$ cat src/rtl/tick_div_pkg.sv
// rtl/tick_div_pkg.sv - shared types and constants for the multi-channel tick divider
package tick_div_pkg;

    // Per-channel output shape
    typedef enum logic {
        TICK_PULSE  = 1'b0,
        TICK_SQUARE = 1'b1
    } tick_mode_e;

    localparam int unsigned SYS_CLK_HZ       = 50_000_000;
    localparam int unsigned DEFAULT_DIV_1KHZ = 50_000;

    // Width of a channel select; a single channel still gets a 1-bit select
    function automatic int sel_width(input int channels);
        return (channels > 1) ? $clog2(channels) : 1;
    endfunction

endpackage

$ cat src/rtl/tick_div_channel.sv
// rtl/tick_div_channel.sv - one divider channel: counter, active/shadow divisor, tick output
//
// Ports:
//   clk_i, rst_ni   clock, asynchronous active-low reset
//   en_i            run enable; low holds the counter at 0 and the tick low
//   mode_i          0 = single-cycle pulse, 1 = square wave
//   sync_i          force a wrap (phase alignment); tie low when unused
//   wr_i            accepted divisor write for this channel
//   wr_div_i        divisor carried by the write (already checked non-zero)
//   tick_o          registered tick
module tick_div_channel
    import tick_div_pkg::*;
#(
    parameter int WIDTH       = 16,
    parameter int DEFAULT_DIV = DEFAULT_DIV_1KHZ
) (
    input  logic             clk_i,
    input  logic             rst_ni,
    input  logic             en_i,
    input  logic             mode_i,
    input  logic             sync_i,
    input  logic             wr_i,
    input  logic [WIDTH-1:0] wr_div_i,
    output logic             tick_o
);

    localparam logic [WIDTH-1:0] DIV_RST = WIDTH'(DEFAULT_DIV);
    localparam logic [WIDTH-1:0] ONE     = WIDTH'(1);

    logic [WIDTH-1:0] q_q, q_d;      // position inside the current period
    logic [WIDTH-1:0] d_q, d_d;      // active divisor
    logic [WIDTH-1:0] s_q, s_d;      // shadow divisor waiting for the next wrap
    logic             p_q, p_d;      // shadow holds a value not yet applied
    logic             tick_q, tick_d;

    tick_mode_e mode;
    logic       terminal;

    assign mode     = tick_mode_e'(mode_i);
    // d_q is never 0, so d_q-1 never underflows
    assign terminal = (q_q == d_q - ONE);

    always_comb begin
        q_d    = q_q;
        d_d    = d_q;
        s_d    = s_q;
        p_d    = p_q;
        tick_d = 1'b0;

        if (sync_i || !en_i) begin
            // Forced wrap: restart the period and take any pending divisor now
            q_d    = '0;
            tick_d = 1'b0;
            if (p_q) begin
                d_d = s_q;
                p_d = 1'b0;
            end
        end else begin
            if (mode == TICK_SQUARE) begin
                tick_d = (q_q < (d_q >> 1));
            end else begin
                tick_d = terminal;
            end

            if (terminal) begin
                q_d = '0;
                if (p_q) begin
                    d_d = s_q;
                    p_d = 1'b0;
                end
            end else begin
                q_d = q_q + ONE;
            end
        end

        // A write on a wrap cycle lands after the wrap consumed the old shadow,
        // so the new value pends until the following wrap.
        if (wr_i) begin
            s_d = wr_div_i;
            p_d = 1'b1;
        end
    end

    always_ff @(posedge clk_i or negedge rst_ni) begin
        if (!rst_ni) begin
            q_q    <= '0;
            d_q    <= DIV_RST;
            s_q    <= DIV_RST;
            p_q    <= 1'b0;
            tick_q <= 1'b0;
        end else begin
            q_q    <= q_d;
            d_q    <= d_d;
            s_q    <= s_d;
            p_q    <= p_d;
            tick_q <= tick_d;
        end
    end

    assign tick_o = tick_q;

endmodule

$ cat src/rtl/tick_divider_multi.sv
// rtl/tick_divider_multi.sv - multi-channel programmable tick divider with write decode
//
// Optional feature macro: TICK_DIVIDER_SYNC_EN (adds the Sync input).
//
// Ports:
//   Clock, Reset_n   system clock, asynchronous active-low reset
//   Enable[C]        per-channel run enable
//   Mode[C]          per-channel mode: 0 = pulse, 1 = square
//   WrEn             divisor write strobe
//   WrSel            target channel of the write
//   WrDiv            new divisor value
//   Sync             (TICK_DIVIDER_SYNC_EN only) restart every channel's period
//   WrAck            one-cycle pulse: write accepted
//   WrErr            one-cycle pulse: write rejected (zero divisor or bad channel)
//   Tick[C]          per-channel registered tick
module tick_divider_multi
    import tick_div_pkg::*;
#(
    parameter  int CHANNELS    = 4,
    parameter  int WIDTH       = 16,
    parameter  int DEFAULT_DIV = DEFAULT_DIV_1KHZ,
    localparam int SEL_W       = sel_width(CHANNELS)
) (
    input  logic                Clock,
    input  logic                Reset_n,
    input  logic [CHANNELS-1:0] Enable,
    input  logic [CHANNELS-1:0] Mode,
    input  logic                WrEn,
    input  logic [SEL_W-1:0]    WrSel,
    input  logic [WIDTH-1:0]    WrDiv,
`ifdef TICK_DIVIDER_SYNC_EN
    input  logic                Sync,
`endif
    output logic                WrAck,
    output logic                WrErr,
    output logic [CHANNELS-1:0] Tick
);

    // One extra bit so CHANNELS itself is representable when it is a power of two
    localparam logic [SEL_W:0] SEL_LIM = (SEL_W + 1)'(CHANNELS);

    logic sync;
    logic sel_ok;
    logic div_ok;
    logic wr_ok;
    logic wr_ack_q, wr_err_q;

`ifdef TICK_DIVIDER_SYNC_EN
    assign sync = Sync;
`else
    assign sync = 1'b0;
`endif

    assign sel_ok = ({1'b0, WrSel} < SEL_LIM);
    assign div_ok = |WrDiv;
    assign wr_ok  = WrEn && sel_ok && div_ok;

    // Ack and error are mutually exclusive by construction and last one cycle
    always_ff @(posedge Clock or negedge Reset_n) begin
        if (!Reset_n) begin
            wr_ack_q <= 1'b0;
            wr_err_q <= 1'b0;
        end else begin
            wr_ack_q <= wr_ok;
            wr_err_q <= WrEn && !wr_ok;
        end
    end

    assign WrAck = wr_ack_q;
    assign WrErr = wr_err_q;

    for (genvar i = 0; i < CHANNELS; i++) begin : g_ch
        logic ch_wr;

        assign ch_wr = wr_ok && (WrSel == SEL_W'(i));

        tick_div_channel #(
            .WIDTH       (WIDTH),
            .DEFAULT_DIV (DEFAULT_DIV)
        ) u_ch (
            .clk_i    (Clock),
            .rst_ni   (Reset_n),
            .en_i     (Enable[i]),
            .mode_i   (Mode[i]),
            .sync_i   (sync),
            .wr_i     (ch_wr),
            .wr_div_i (WrDiv),
            .tick_o   (Tick[i])
        );
    end

endmodule

$ cat config.mk
export PLATFORM = sky130hd
export DESIGN_NAME = tick_divider_multi
export DESIGN_NICKNAME = d
export VERILOG_FILES = /design/src/rtl/tick_div_pkg.sv /design/src/rtl/tick_div_channel.sv /design/src/rtl/tick_divider_multi.sv
export SDC_FILE = /design/constraint.sdc
export NUM_CORES = 1
export LEC_CHECK = 0
export BUFFER_PORTS_ARGS = -buffer_cell sky130_fd_sc_hd__buf_2
export CAP_MARGIN = 15
export CORE_MARGIN = 2
export CORE_UTILIZATION = 61
export DETAILED_ROUTE_END_ITERATION = 8
export PLACE_DENSITY = 0.77
export SYNTH_ARGS = -nofsm -noshare
export SYNTH_HDL_FRONTEND = slang
export SYNTH_SLANG_ARGS = --single-unit
$ cat constraint.sdc
create_clock -name Clock -period 5.3 [get_ports Clock]
set_clock_uncertainty 0.1 [all_clocks]
set_input_delay 0.53 -clock Clock [delete_from_list [all_inputs] [get_ports Clock]]
set_output_delay 0.53 -clock Clock [all_outputs]
set_load 0.01 [all_outputs]
# After elaboration in Yosys (flattened, before gate mapping)
# Cells that the tools add are included.
op_classes:
  eq_ne: 15
  order_cmp: 4
  muxes: 40
  reduce_logical: 9
  add_sub_neg: 8
ops:
  columns: ["cell", "n"]
  rows:
  - ["$mux 16", 20]
  - ["$add 16x1->16 const B", 4]
  - ["$eq 16x16->1", 4]
  - ["$lt 16x15->1", 4]
  - ["$sub 16x1->16 const B", 4]
  - ["$mux 1", 20]
  - ["$reduce_or 16->1", 1]
  - ["$ne 3x1->1 const B", 4]
  - ["$ne 2x1->1 const B", 4]
  - ["$logic_and 1x1->1", 6]
  - ["$eq 2x2->1 const B", 2]
  - ["$eq 2x1->1 const B", 1]
  - ["$logic_not 2->1", 1]
  - ["$logic_not 1->1", 1]
word_totals:
  input_bits: 29
  ff_bits: 202

# Longest topological paths before layout
logic_depth:
  ltp_word: 5
  ltp_mapped: 11

# By module
# A second synthesis with hierarchy kept.
hier_totals:
  hier_cells: 1111
  area_unflattened_um2: 11898.9
by_module_without_submodules:
  columns: ["module", "area_per_inst_um2", "seq_area_each_um2", "cells_per_inst", "instances"]
  rows:
  - ["tick_div_channel", 2940.3, 1266.2, 274, 4]
  - ["tick_divider_multi", 137.6, 50.0, 15, 1]

# Least setup slack after synthesis
# No wires, ideal clock.
synth_timing:
  kind: "register -> register"
  from: "register g_ch[3].u_ch.d_q[0]"
  to: "register g_ch[3].u_ch.d_q[10]"
  synth_period_minus_slack_ns: 3.538
  path_stages_with_launch: 12
  setup_time_ns: 0.125
  setup_slack_ns: 1.762
  t_arrival_ns: 3.313
  cell_sequence: "dfrtp_1 -> clkbuf_1 -> inv_1 -> ha_1 -> nor3b_1 -> a41o_1 -> nand4_1 -> or4_4 -> o41ai_4 -> nand2_4 -> buf_6 -> mux2_4"
synth_between:
  elab_chain_cells: 3
synth_lines:
  columns: ["element", "line", "text"]
  rows:
  - ["from (decl)", "tick_div_channel.sv:31", "logic [WIDTH-1:0] d_q, d_d;"]
  - ["from (signal assigned)", "tick_div_channel.sv:87", "d_q <= DIV_RST;"]
  - ["from (signal assigned)", "tick_div_channel.sv:93", "d_q <= d_d;"]
  - ["$sub 16x1->16", "tick_div_channel.sv:41", "assign terminal = (q_q == d_q - ONE);"]
  - ["$eq 16x16->1", "tick_div_channel.sv:41", null]
  - ["$ne 2x1->1 (no source line)", null, null]
# Every way passes these cells.
# A chain may end at the register's enable or synchronous reset.

# Worst setup path in the final report
# Same ends and word-level chain as after synthesis.

==> results_dict.tcl <==
set metrics [dict create \
    fmax_mhz 268 \
    ys_warn_count 0 \
    die_h_um 143 \
    grt_overflow 0 \
    synth_area_sq_um 11800 \
    worst-setup-path-type "register to register" \
    placed_cells 1382 \
    period_share 0.703 \
    layout.nets 1240 \
    syn_nets 1212 \
    hold_path_end "g_ch[0].u_ch.tick_o" \
    dp_hpwl_um 16900 \
    endpoint_kind "register" \
    hold_class "input pin to register" \
    track_usage 0.247 \
    power.leakage_nw 5.88 \
    finalCriticalPeriod_ns 3.73 \
    cts_buffers 22 \
    die_area_sq_um 20400 \
    cts_setup_buffers 0 \
    vias 8286 \
    area_growth_pct 10.0 \
    finalHoldViolCount 0 \
    drv_cap 0 \
    final_common_cell "dfrtp_1" \
    register_area_sq_um 5110 \
    drive_gt1_frac 0.236 \
    ys_types 71 \
    cts.sinks 202 \
    rows 50 \
    syn_inst 1119 \
    core-area_sq_um 18800 \
    avgViaCountPerCell 5.82 \
    final_antenna_net_count 0 \
    cp_cell_sequence "inv_1 > ha_1 > nor3b_1 > a41o_1 > nand4_1 > or4_4 > o41ai_4 > nand2_4 > mux2_4" \
    synth_edf_count 0 \
    grt_max_degree 125 \
    rr_worst_depth 9 \
    fin_tns_setup_ns 0 \
    timing.rr.end "g_ch[3].u_ch.d_q[10]" \
    clk_path_buf_depth 3 \
    fillCellCount 1445 \
    holdBufCountCts 1 \
    ys_seq_elements 202 \
    synthArstFlopShare 1.00 \
    required_ns 5.59 \
    holdPathStages 2 \
    synth_ff_type "dfrtp_1" \
    vdd_ir_drop_max_uv 334 \
    worstPathArrival_ns 4.01 \
    path_clk_slew_ns 0.06 \
    clkLatencyLatePin_ns 0.51 \
    die_w_um 143 \
    worst_pin_slew_ns 0.956 \
    final_cell_mix "dfrtp_1, mux2_2, nor2_1" \
    antenna_found_initial 0 \
    rrSetupSlack_ns 1.57 \
    cts_tree "built" \
    hold_start "Mode[0]" \
    instances_no_fill 1423 \
    post_cts_resized 0 \
    ys_seq_area_frac 0.435 \
    p_per_area_nw_per_um2 414 \
    wirelength_um 24100 \
    ioPinCount 35 \
    remaining_drc_errors 0 \
    port_buffers 34 \
    slew_headroom 0.361 \
    multi_input_area_sq_um 6190 \
    start_util 0.625 \
    drv_slew 0 \
    rsz0062_at_grt "no" \
    slowest_delay_ns 0.80 \
    cts_root_buf "clkbuf_16" \
    setup_viol_count_final 0 \
    diodes 0 \
    syn_avg_cell_area_sq_um 10.5 \
    post_drt_wl_per_cell_um 16.9 \
    worstReg2RegStart "g_ch[3].u_ch.d_q[0]" \
    whs_ns 0.150 \
    worst_setup_path_start_kind "register" \
    place.gp.congestion 0.899 \
    crit_slowest_cell "nor3b_1" \
    drt_pass1_iterations 5 \
    grt_pass1_wl_um 40900 \
    ctsHtreeMaxLevel 1 \
    drt-initial-drc-count 495 \
    status "finished, final reports clean" \
    critPathMaxFanout 16 \
    grt_pass1_vias 8189 \
]
[kinds of logic (layout without fill, tap and decap cells)]
logic type | Yosys count | in the layout | share of synthesized area
XOR/XNOR | 132 | 132 | 0.0982
flip-flops | 202 | 202 | 0.435
adder cells (fa/ha/maj) | 64 | 64 | 0.0680
buffers and inverters | 118 | 162 | 0.0401
AO/OA/AOI/OAI | 130 | 130 | 0.0790
AND/OR/NAND/NOR | 342 | 342 | 0.152
multiplexers | 131 | 131 | 0.128
[area by class of cell]
| class | instances | area share |
|---|---|---|
| clock inverters | 12 | 0.0124 |
| well taps | 260 | 0.0251 |
| repair buffers | 41 | 0.0190 |
| multi-input cells | 799 | 0.478 |
| inverters | 81 | 0.0235 |
| flip-flops and latches | 202 | 0.395 |
| clock buffers | 28 | 0.0473 |
[synth_stat cells, drive strengths merged, types with 2 or more instances]
cell / instances / share of area
a2111oi: 3 / 0.0022
a211oi: 4 / 0.0026
a21o: 18 / 0.011
a21oi: 22 / 0.0094
a221o: 2 / 0.0017
a2bb2oi: 2 / 0.0015
a311o: 2 / 0.0017
a31o: 5 / 0.0037
a31oi: 5 / 0.0027
a41oi: 3 / 0.0022
and2: 2 / 0.0011
and3: 19 / 0.010
buf: 10 / 0.0056
clkbuf: 27 / 0.0086
dfrtp: 154 / 0.33
dfstp: 48 / 0.11
ha: 64 / 0.068
inv: 81 / 0.026
mux2: 129 / 0.13
mux2i: 2 / 0.0017
nand2: 38 / 0.013
nand2b: 7 / 0.0037
nand3: 51 / 0.022
nand3b: 4 / 0.0026
nand4: 21 / 0.011
nand4b: 6 / 0.0045
nor2: 108 / 0.034
nor2b: 4 / 0.0021
nor3: 21 / 0.0089
nor3b: 6 / 0.0043
nor4: 34 / 0.020
o211ai: 3 / 0.0019
o21a: 6 / 0.0038
o21ai: 32 / 0.014
o31a: 2 / 0.0015
o32ai: 2 / 0.0015
o41ai: 6 / 0.0077
or2: 2 / 0.0011
or3: 6 / 0.0032
or4: 7 / 0.0051
xnor2: 61 / 0.045
xor2: 71 / 0.053
[worst max-delay path by stage]
stage	from	end	slack (ns)	cells after the start
detailed placement	g_ch[3].u_ch.d_q[0]	g_ch[3].u_ch.d_q[10]	1.65	9
finish	g_ch[3].u_ch.d_q[0]	g_ch[3].u_ch.d_q[10]	1.57	9
floorplan	g_ch[3].u_ch.d_q[0]	g_ch[3].u_ch.d_q[10]	1.76	11
global placement	g_ch[3].u_ch.d_q[0]	g_ch[3].u_ch.d_q[10]	1.80	9
global route	g_ch[3].u_ch.d_q[0]	g_ch[3].u_ch.d_q[10]	1.34	9
CTS	g_ch[3].u_ch.d_q[0]	g_ch[3].u_ch.d_q[10]	1.62	9
[power breakdown]
| group | leakage (nW) | total [mW] | switching [mW] | internal, mW |
|---|---|---|---|---|
| clock network | 0.381 | 1.60 | 0.630 | 0.974 |
| registers | 2.47 | 2.32 | 0.409 | 1.91 |
| logic | 3.03 | 1.43 | 0.713 | 0.717 |
[routing by layer]
metal	wire length [um]	GRT usage	vias up
li1	-	-	4015
met1	11100	0.351	4058
met2	11300	0.399	172
met3	1080	0.0382	41
met4	540	0.0636	0
met5	0	0	-
[per-stage QoR]
step	setup slack [ns]	power, mW	area (sq um)	utilization
2_1_floorplan	1.76	3.38	11800	-
3_3_place_gp	1.80	3.70	12200	0.646
3_5_place_dp	1.65	3.76	12200	0.646
4_1_cts	1.62	5.40	13000	0.688
5_1_grt	1.34	5.70	13000	0.688
6_report	1.57	5.36	13000	0.688
[critical path: cells and delay by family, from the launching register on]
| kind | cells | cell delay [ns] |
|---|---|---|
| fa+ha+maj | 1 | 0.24 |
| flops | 1 | 0.50 |
| mux | 1 | 0.35 |
| simple gates | 4 | 1.58 |
| buf+inv | 1 | 0.10 |
| compound gates | 2 | 0.72 |
[registers in the layout, summed over array words and instances (netlist names)]
register and cells:
WrAck 1, g_ch.u_ch.d_q 64, g_ch.u_ch.tick_o 4, g_ch.u_ch.p_q 4, g_ch.u_ch.s_q 64, WrErr 1
g_ch.u_ch.q_q 64
(Power assumes the default switching activity.)
